<file path="config.mk">
export PLATFORM = sky130hd
export DESIGN_NAME = gol_run_controller
export DESIGN_NICKNAME = d
export VERILOG_FILES = /design/src/rtl/gol_ctrl_pkg.sv /design/src/rtl/gol_btn_edge.sv /design/src/rtl/gol_run_controller.sv
export SDC_FILE = /design/constraint.sdc
export NUM_CORES = 1
export LEC_CHECK = 0
export CAP_MARGIN = 15
export CORE_MARGIN = 3
export CORE_UTILIZATION = 38
export CTS_CLUSTER_SIZE = 14
export DETAILED_ROUTE_END_ITERATION = 10
export DONT_BUFFER_PORTS = 1
export SETUP_SLACK_MARGIN = 0.4
export SYNTH_ARGS = -nofsm -noshare
export SYNTH_HDL_FRONTEND = slang
export SYNTH_SLANG_ARGS = --single-unit
</file>
<file path="constraint.sdc">
create_clock -name clk -period 3.1 [get_ports clk]
set_input_delay 0.31 -clock clk [delete_from_list [all_inputs] [get_ports clk]]
set_output_delay 0.31 -clock clk [all_outputs]
set_load 0.01 [all_outputs]
</file>
<file path="src/rtl/gol_ctrl_pkg.sv">
// Shared types and constants for the Game of Life run controller.
package gol_ctrl_pkg;

    typedef enum logic [1:0] {
        ST_SET   = 2'b00,
        ST_RUN   = 2'b01,
        ST_PAUSE = 2'b10,
        ST_CLEAR = 2'b11
    } state_e;

    localparam int unsigned ROWS  = 16;
    localparam int unsigned ROW_W = 4;
    localparam logic [ROW_W-1:0] ROW_MAX = ROW_W'(ROWS - 1);

    localparam logic [15:0] OVR_SAT = 16'hFFFF;

endpackage

</file>
<file path="src/rtl/gol_btn_edge.sv">
// Two-flop synchronizer followed by a rising-edge detector for one raw button.
module gol_btn_edge (
    input  logic clk,
    input  logic reset_n,
    input  logic btn_i,
    output logic pulse_o
);

    logic sync1_q;
    logic sync2_q;
    logic prev_q;

    always_ff @(posedge clk or negedge reset_n) begin
        if (!reset_n) begin
            sync1_q <= 1'b0;
            sync2_q <= 1'b0;
            prev_q  <= 1'b0;
        end else begin
            sync1_q <= btn_i;
            sync2_q <= sync1_q;
            prev_q  <= sync2_q;
        end
    end

    assign pulse_o = sync2_q & ~prev_q;

endmodule

</file>
<file path="src/rtl/gol_run_controller.sv">
// SET/RUN/PAUSE/CLEAR sequencer with generation timer and step req/done handshake.
// Optional GOL_SINGLE_STEP_EN: an up command in PAUSE requests one generation.
module gol_run_controller
    import gol_ctrl_pkg::*;
#(
    parameter int unsigned BASE_PERIOD = 134217728,
    parameter int unsigned CNT_W       = 28
) (
    input  logic             clk,
    input  logic             reset_n,
    input  logic             btn_clear,
    input  logic             btn_run,
    input  logic             btn_up,
    input  logic             btn_down,
    input  logic             btn_load,
    input  logic [1:0]       speed_sel,
    input  logic             step_done,
    output logic             step_req,
    output logic             load_en,
    output logic             clear,
    output logic [ROW_W-1:0] row_sel,
    output logic [1:0]       state_o,
    output logic [15:0]      overrun_cnt
);

    localparam logic [CNT_W:0] BASE = (CNT_W + 1)'(BASE_PERIOD);

    logic [4:0] raw;
    logic [4:0] pulse;

    assign raw = {btn_load, btn_down, btn_up, btn_run, btn_clear};

    for (genvar g = 0; g < 5; g++) begin : g_btn
        gol_btn_edge u_btn (
            .clk     (clk),
            .reset_n (reset_n),
            .btn_i   (raw[g]),
            .pulse_o (pulse[g])
        );
    end

    logic cmd_clr;
    logic cmd_run;
    logic cmd_load;
    logic cmd_up;
    logic cmd_dn;

    // Fixed priority: one winner class per cycle, the rest are dropped.
    always_comb begin
        cmd_clr  = pulse[0];
        cmd_run  = pulse[1] & ~pulse[0];
        cmd_load = pulse[4] & ~pulse[0] & ~pulse[1];
        cmd_up   = pulse[2] & ~pulse[0] & ~pulse[1] & ~pulse[4];
        cmd_dn   = pulse[3] & ~pulse[0] & ~pulse[1] & ~pulse[4];
    end

    state_e           state_q;
    logic [CNT_W-1:0] cnt_q,  cnt_d;
    logic             req_q,  req_d;
    logic [15:0]      ovr_q,  ovr_d;
    logic [ROW_W-1:0] row_q;
    logic             load_q;
    logic             clear_q;

    logic [CNT_W:0]   period;
    logic [CNT_W:0]   period_m1;
    logic             tick;
    logic             step_go;

    always_comb begin
        period    = BASE >> {speed_sel, 1'b0};
        period_m1 = (period == '0) ? '0 : period - 1'b1;
        tick      = (state_q == ST_RUN) && ({1'b0, cnt_q} >= period_m1);
    end

    always_comb begin
        step_go = tick;
`ifdef GOL_SINGLE_STEP_EN
        step_go = tick | ((state_q == ST_PAUSE) & cmd_up);
`endif
    end

    always_comb begin
        cnt_d = '0;
        if (state_q == ST_RUN && !tick) begin
            cnt_d = cnt_q + 1'b1;
        end

        req_d = req_q;
        if (req_q && step_done) begin
            req_d = 1'b0;
        end else if (!req_q && step_go) begin
            req_d = 1'b1;
        end

        ovr_d = ovr_q;
        if (tick && req_q && ovr_q != OVR_SAT) begin
            ovr_d = ovr_q + 16'd1;
        end
    end

    always_ff @(posedge clk or negedge reset_n) begin
        if (!reset_n) begin
            state_q <= ST_SET;
            cnt_q   <= '0;
            req_q   <= 1'b0;
            ovr_q   <= '0;
            row_q   <= '0;
            load_q  <= 1'b0;
            clear_q <= 1'b0;
        end else begin
            cnt_q   <= cnt_d;
            req_q   <= req_d;
            ovr_q   <= ovr_d;
            load_q  <= 1'b0;
            clear_q <= 1'b0;
            if (cmd_clr && state_q != ST_CLEAR) begin
                state_q <= ST_CLEAR;
            end else begin
                unique case (state_q)
                    ST_SET: begin
                        if (cmd_run) begin
                            state_q <= ST_RUN;
                        end else if (cmd_load) begin
                            load_q <= 1'b1;
                        end else if (cmd_up && !cmd_dn && row_q != '0) begin
                            row_q <= row_q - 1'b1;
                        end else if (cmd_dn && !cmd_up && row_q != ROW_MAX) begin
                            row_q <= row_q + 1'b1;
                        end
                    end
                    ST_RUN: begin
                        if (cmd_run) begin
                            state_q <= ST_PAUSE;
                        end
                    end
                    ST_PAUSE: begin
                        if (cmd_run) begin
                            state_q <= ST_RUN;
                        end
                    end
                    ST_CLEAR: begin
                        // Wait out any pending generation, then one clear pulse.
                        if (clear_q) begin
                            state_q <= ST_SET;
                        end else if (!req_q) begin
                            clear_q <= 1'b1;
                            row_q   <= '0;
                            ovr_q   <= '0;
                        end
                    end
                endcase
            end
        end
    end

    assign step_req    = req_q;
    assign load_en     = load_q;
    assign clear       = clear_q;
    assign row_sel     = row_q;
    assign state_o     = state_q;
    assign overrun_cnt = ovr_q;

endmodule

</file>
# Yosys cells after proc, flatten, opt, wreduce, memory -nomap -nowiden
# Index checks and enable logic that the tools add are counted.
[word_totals] register_bits=68 wordCells=118 output_inout_bits=25 inputBits=10
[op_classes] reduce_logical=23 mux=29 n_bitwise=23 order_cmp=1 eq_ne=14 shifts=1 n_addsub=5
[op_table] operator="$mux W16" count=5
[op_table] operator="$ge A28 B29 Y1" count=1
[op_table] operator="$logic_not A29 Y1" count=1
[op_table] operator="$mux W29" count=1
[op_table] operator="$shr A28 B3 Y29 const A" count=1
[op_table] operator="$sub A29 B1 Y29 const B" count=1
[op_table] operator="$add A28 B1 Y28 const B" count=1
[op_table] operator="$mux W28" count=1
[op_table] operator="$mux W4" count=6
[op_table] operator="$add A16 B1 Y16 const B" count=1
[op_table] operator="$ne A16 B16 Y1 const B" count=1
[op_table] operator="$and A1 B1 Y1" count=14
[op_table] operator="$logic_and A1 B1 Y1" count=11
[op_table] operator="$mux W1" count=10
[op_table] operator="$ne A2 B2 Y1 const B" count=5
[op_table] operator="$not A1 Y1" count=9
[op_table] operator="$mux W2" count=4
[op_table] operator="$pmux W4 S2" count=1
[op_table] operator="$reduce_and A7 Y1" count=1
[op_table] operator="$ne A3 B3 Y1 const B" count=2
[op_table] operator="$pmux W2 S3" count=1
[op_table] operator="$add A4 B1 Y4 const B" count=1
[op_table] operator="$eq A2 B2 Y1 const B" count=2
[op_table] operator="$logic_not A1 Y1" count=4
[op_table] operator="10 further kinds" count=11

# Logic depth before layout (Yosys ltp)
[logic_depth] depth_word=14 ltp_mapped=14 depth_no_buf=12

# Modules after synthesis
# From an unflattened synthesis, not the netlist that was laid out.
[hier_totals] hier_cells=359 area_unflattened_um2=3524.6
[modules_own_cells] mod="gol_run_controller" seq_area_each_um2=1326.3 area_each_um2=3080.5 cells_each=339 instances=1
[modules_own_cells] mod="gol_btn_edge" seq_area_each_um2=75.1 area_each_um2=88.8 cells_each=4 instances=5

# Worst setup path after synthesis
# Ideal clock, no wire load.
[synth_path] path_kind="input-to-reg" start="in speed_sel[0]" end="reg ovr_q[10] (netlist: overrun_cnt[10])" required_ns=3.020 arrival_time_ns=2.982 cell_stages=13 setup_time_ns=0.080 n_path_buf=1 setup_slack_ns=0.039 cell_sequence="and2_1 > inv_1 > ha_1 > and2_1 > or2_2 > ha_1 > nand4_1 > o221a_2 > o21ai_0 > o31ai_2 > buf_6 > or4_1 > a21oi_1"
[synth_between] elab_chain_cells=12 word_cells_on_any_way=13 classes_between="add/sub: 1; order compare: 1; shift: 1; mux: 6; reduce/logical: 4"
[synth_lines] element="start: declaration" line="gol_run_controller.sv:16" source="input logic [1:0] speed_sel,"
[synth_lines] element="$shr A28 B3 Y29 (*)" line="gol_run_controller.sv:71" source="period = BASE >> {speed_sel, 1'b0};"
[synth_lines] element="$sub A29 B1 Y29 or $logic_not A29 Y1 (tied branches)" line="gol_run_controller.sv:72" source="period_m1 = (period == '0) ? '0 : period - 1'b1;"
[synth_lines] element="$mux W29 (*)" line="gol_run_controller.sv:72"
[synth_lines] element="$ge A28 B29 Y1 (*)" line="gol_run_controller.sv:73" source="tick = (state_q == ST_RUN) && ({1'b0, cnt_q} >= period_m1);"
[synth_lines] element="$logic_and A1 B1 Y1 (*)" line="gol_run_controller.sv:73"
[synth_lines] element="$logic_and A1 B1 Y1 (*) (2 in series)" line="gol_run_controller.sv:97" source="if (tick && req_q && ovr_q != OVR_SAT) begin"
[synth_lines] element="$mux W16 (*)" line="gol_run_controller.sv:97"
[synth_lines] element="$mux W16" line="gol_run_controller.sv:146" source="end else if (!req_q) begin"
[synth_lines] element="$mux W16" line="gol_run_controller.sv:144" source="if (clear_q) begin"
[synth_lines] element="$mux W16" line="gol_run_controller.sv:120" source="unique case (state_q)"
[synth_lines] element="$mux W16 (*)" line="gol_run_controller.sv:117" source="if (cmd_clr && state_q != ST_CLEAR) begin"
[synth_lines] element="end signal: assignment" line="gol_run_controller.sv:114" source="ovr_q <= ovr_d;"
[synth_lines] element="end: declaration" line="gol_run_controller.sv:60" source="logic [15:0] ovr_q, ovr_d;"
# Mark *: on every way between the ends. The rest lies on a longest branch, timed or not.
# A chain may end at the register's enable or synchronous reset.

# Worst setup path in the final report
[layout_path] start="reg cnt_q[0]" end="reg ovr_q[12] (netlist: overrun_cnt[12])"
[layout_between] elab_chain_cells=9
[layout_lines] element="start: declaration" line="gol_run_controller.sv:58" source="logic [CNT_W-1:0] cnt_q, cnt_d;"
[layout_lines] element="start signal: assignment" line="gol_run_controller.sv:112" source="cnt_q <= cnt_d;"
[layout_lines] element="$ge A28 B29 Y1 (*)" line="gol_run_controller.sv:73"
[layout_lines] element="$logic_and A1 B1 Y1 (*)" line="gol_run_controller.sv:73"
[layout_lines] element="$logic_and A1 B1 Y1 (*) (2 in series)" line="gol_run_controller.sv:97"
[layout_lines] element="$mux W16 (*)" line="gol_run_controller.sv:97"
[layout_lines] element="$mux W16" line="gol_run_controller.sv:146"
[layout_lines] element="$mux W16" line="gol_run_controller.sv:144"
[layout_lines] element="$mux W16" line="gol_run_controller.sv:120"
[layout_lines] element="$mux W16 (*)" line="gol_run_controller.sv:117"
# Marks and branches as above.

==> reports/qor.csv <==
metric,value,unit
globalRoute.totalOverflow,0,
fin_crit,2.54,ns
synth-seq-cells,68,
initial_utilization,39.5,%
drcViolationCount,0,
final.setup_skew,0.00697,ns
num_rows,34,
clockPowerShare,29.7,%
period_share,82.0,%
ys_types,49,
slew_headroom,51.3,%
vias,2635,
clk_path_buf_depth,2,
cp-startpoint,cnt_q[0]$_DFF_PN0_,
yosysMostFrequentCell,dfrtp_1,
cts_tree,yes,
seqCellArea,1710,um^2
p_comb_share,22.0,%
syn_avg_cell_area,9.91,um^2
fillerInstances,852,
r2r-start,cnt_q[0]$_DFF_PN0_,
io_buffer_count,0,
synthTopCellsByArea,"dfrtp_1 49%, ha_1 5.8%, nor2_1 5.1%, xnor2_1 3.5%, xor2_1 3.5%",
worstPathMaxFanout,20,
die_width,102,um
arrival,2.80,ns
crit_path_start_kind,flip-flop,
synthTopCellsByCount,"68 x dfrtp_1, 47 x nor2_1, 28 x nand2_1",
syn_nets,378,
ys_warn_count,0,
pwr-share-seq,48.3,%
grt_pass1_vias,2585,
fin_ws,0.558,ns
globalplace.congestion,0.774,
multi_input_area,1740,um^2
utilization,45.1,%
rsz0062_at_grt,no,
ir_drop,0.295,mV
worstSetupPathType,reg2reg,
grt_use_total,14.7,%
wl_per_cell,14.6,um
antenna_found_initial,0,
dp_hpwl,4860,um
maxCapViolations,0,
synth_cells,351,
ys_seq_area_share,48.9,%
cp-end-kind,flip-flop,
synth_ff_type,dfrtp_1,
fin_setup_tns,0,ns
final_layout_size_suffix_gt1_share,13.6,%
synthArstFlopShare,100,%
clock_latency,0.34,ns
rrSetupSlack,0.56,ns
cts-root-buf,clkbuf_8,
setup_viol,0,
core-area,8810,um^2
endpoint,overrun_cnt[12]$_DFF_PN0_,
area_delta_synth_final,14.1,%
cts_max_level,3,
synth_edf_count,0,
cts_setup_buffers,0,
power_density,558,nW/um^2
detail-route-antenna-nets,0,
status,"finished, final reports clean",
dieArea,10300,um^2
hold_path.class,in2reg,
postRouteWirelength,6950,um
synth.cell_area,3480,um^2
drt-initial-drc-count,102,
p_int,1480,uW
cts_buffers,9,
fmax,0.393,GHz
pre_cts_ws,0.217,ns
ios,35,
dieHeight,102,um
synth_top_area_share,48.9,%
tightest_slew,0.724,ns
p_leak,0.00169,uW
worstRegToRegCells,8,
hold_viol,0,
grt_pass1_wl,12200,um
r2r-end,overrun_cnt[12]$_DFF_PN0_,
swShare,33.2,%
final_max_slew_viol_count,0,
via_per_inst,5.52,
firstDrtPassIters,4,
power.net_switching,735,uW
tritoncts_num_sinks,68,
clk_pin_slew_worst_paths,0.07,ns
grt_max_degree,69,
worstPathRequired,3.36,ns
n_antenna_cell,0,
final_nets,392,
yosysTopAreaCell,dfrtp_1,
-- metal layers --
metal	GRT usage (%)	up-vias	share of wire [%]	routed length (um)
li1	-	1284	-	-
met1	18.9	1291	46	3190
met2	23.8	49	48	3350
met3	4.41	11	4.7	324
met4	4.29	0	1.2	82
met5	0	-	0	0
-- worst min path at each step --
stage              start                                to  cells after the start
6_report       step_done              step_req$_DFFE_PN0P_                      1
5_1_grt        step_done              step_req$_DFFE_PN0P_                      1
4_1_cts        step_done              step_req$_DFFE_PN0P_                      1
3_5_place_dp     reset_n  g_btn[2].u_btn.sync2_q$_DFF_PN0_                      0
3_3_place_gp     reset_n  g_btn[2].u_btn.sync2_q$_DFF_PN0_                      0
2_1_floorplan    reset_n                   clear$_DFF_PN0_                      0
-- worst max-delay path: stages, from the launching register on --
cell and delay (ns):
dfrtp_1 0.44, ha_4 0.18, nand4_1 0.14, or4_4 0.45, and4bb_2 0.34, o31ai_2 0.10
buf_12 0.17, or4_1 0.50, a21oi_1 0.14
-- placed cells by master (no fill, tap or decap), types with 4 or more instances in the layout --
cell type / Yosys / layout
dfrtp_1: 68 / 64
nor2_1: 47 / 47
nand2_1: 28 / 28
inv_1: 16 / 15
nand3_1: 15 / 15
xnor2_1: 14 / 14
xor2_1: 14 / 14
nand4_1: 12 / 12
ha_1: 16 / 12
nor3_1: 12 / 11
a21oi_1: 11 / 11
clkbuf_8: 0 / 11
o21ai_0: 10 / 9
o31ai_1: 8 / 8
and3_1: 6 / 6
dlygate4sd3_1: 0 / 6
o211ai_1: 5 / 5
buf_4: 0 / 5
nor2b_1: 4 / 4
or4_1: 5 / 4
dfrtp_2: 0 / 4
-- sequential cells by signal (all words and copies together) (netlist names) --
name,count
clear,1
cnt_q,28
g_btn.u_btn.prev_q,5
g_btn.u_btn.sync1_q,5
g_btn.u_btn.sync2_q,5
load_en,1
overrun_cnt,16
row_sel,4
state_o,2
step_req,1
-- kinds of logic (layout without fill, tap and decap cells) --
group / Yosys count / in the layout / share of synthesized area [%]
DFF: 68 / 68 / 48.9
adders and majority gates: 17 / 17 / 6.33
and+or+nand+nor: 149 / 149 / 21.5
xor gates and xnor gates: 28 / 28 / 7.05
other: 1 / 1 / 0.108
muxes: 4 / 4 / 1.19
buffers and inverters: 27 / 45 / 3.17
AOI/OAI and AO/OA: 57 / 57 / 11.8
-- layout make-up --
| class | instances | area share, % |
|---|---|---|
| Multi-Input combinational cell | 256 | 43.9 |
| Timing Repair Buffer | 13 | 3.66 |
| Clock buffer | 11 | 3.82 |
| Tap cell | 108 | 3.41 |
| Inverter | 17 | 1.61 |
| Clock inverter | 4 | 0.631 |
| Sequential cell | 68 | 43.0 |
-- power groups by stage --
stage	clock network (uW)	logic, uW	registers, uW
final	657	487	1070
after global routing	715	576	1080
after CTS	680	490	1060
after detailed placement	0	460	1080
after global placement	0	447	1070
after floorplan	0	337	1050
-- timing repair --
action                                  in CTS  in global routing
gates resized for setup                      0                 11
hold buffers                                 7                  0
endpoints found under the setup margin       0                  5
endpoints found under the hold margin       73                  0
-- per-stage QoR --
stage | area (um^2) | instances | power, uW | hold slack, ns
2_1_floorplan | 3520 | 351 | 1380 | 0.0144
3_3_place_gp | 3670 | 455 | 1520 | 0.0161
3_5_place_dp | 3670 | 455 | 1540 | 0.0161
4_1_cts | 3930 | 477 | 2230 | 0.0453
5_1_grt | 3970 | 477 | 2370 | 0.0390
6_report | 3970 | 477 | 2210 | 0.0575
No activity file was read; power rests on OpenSTA's default activity.
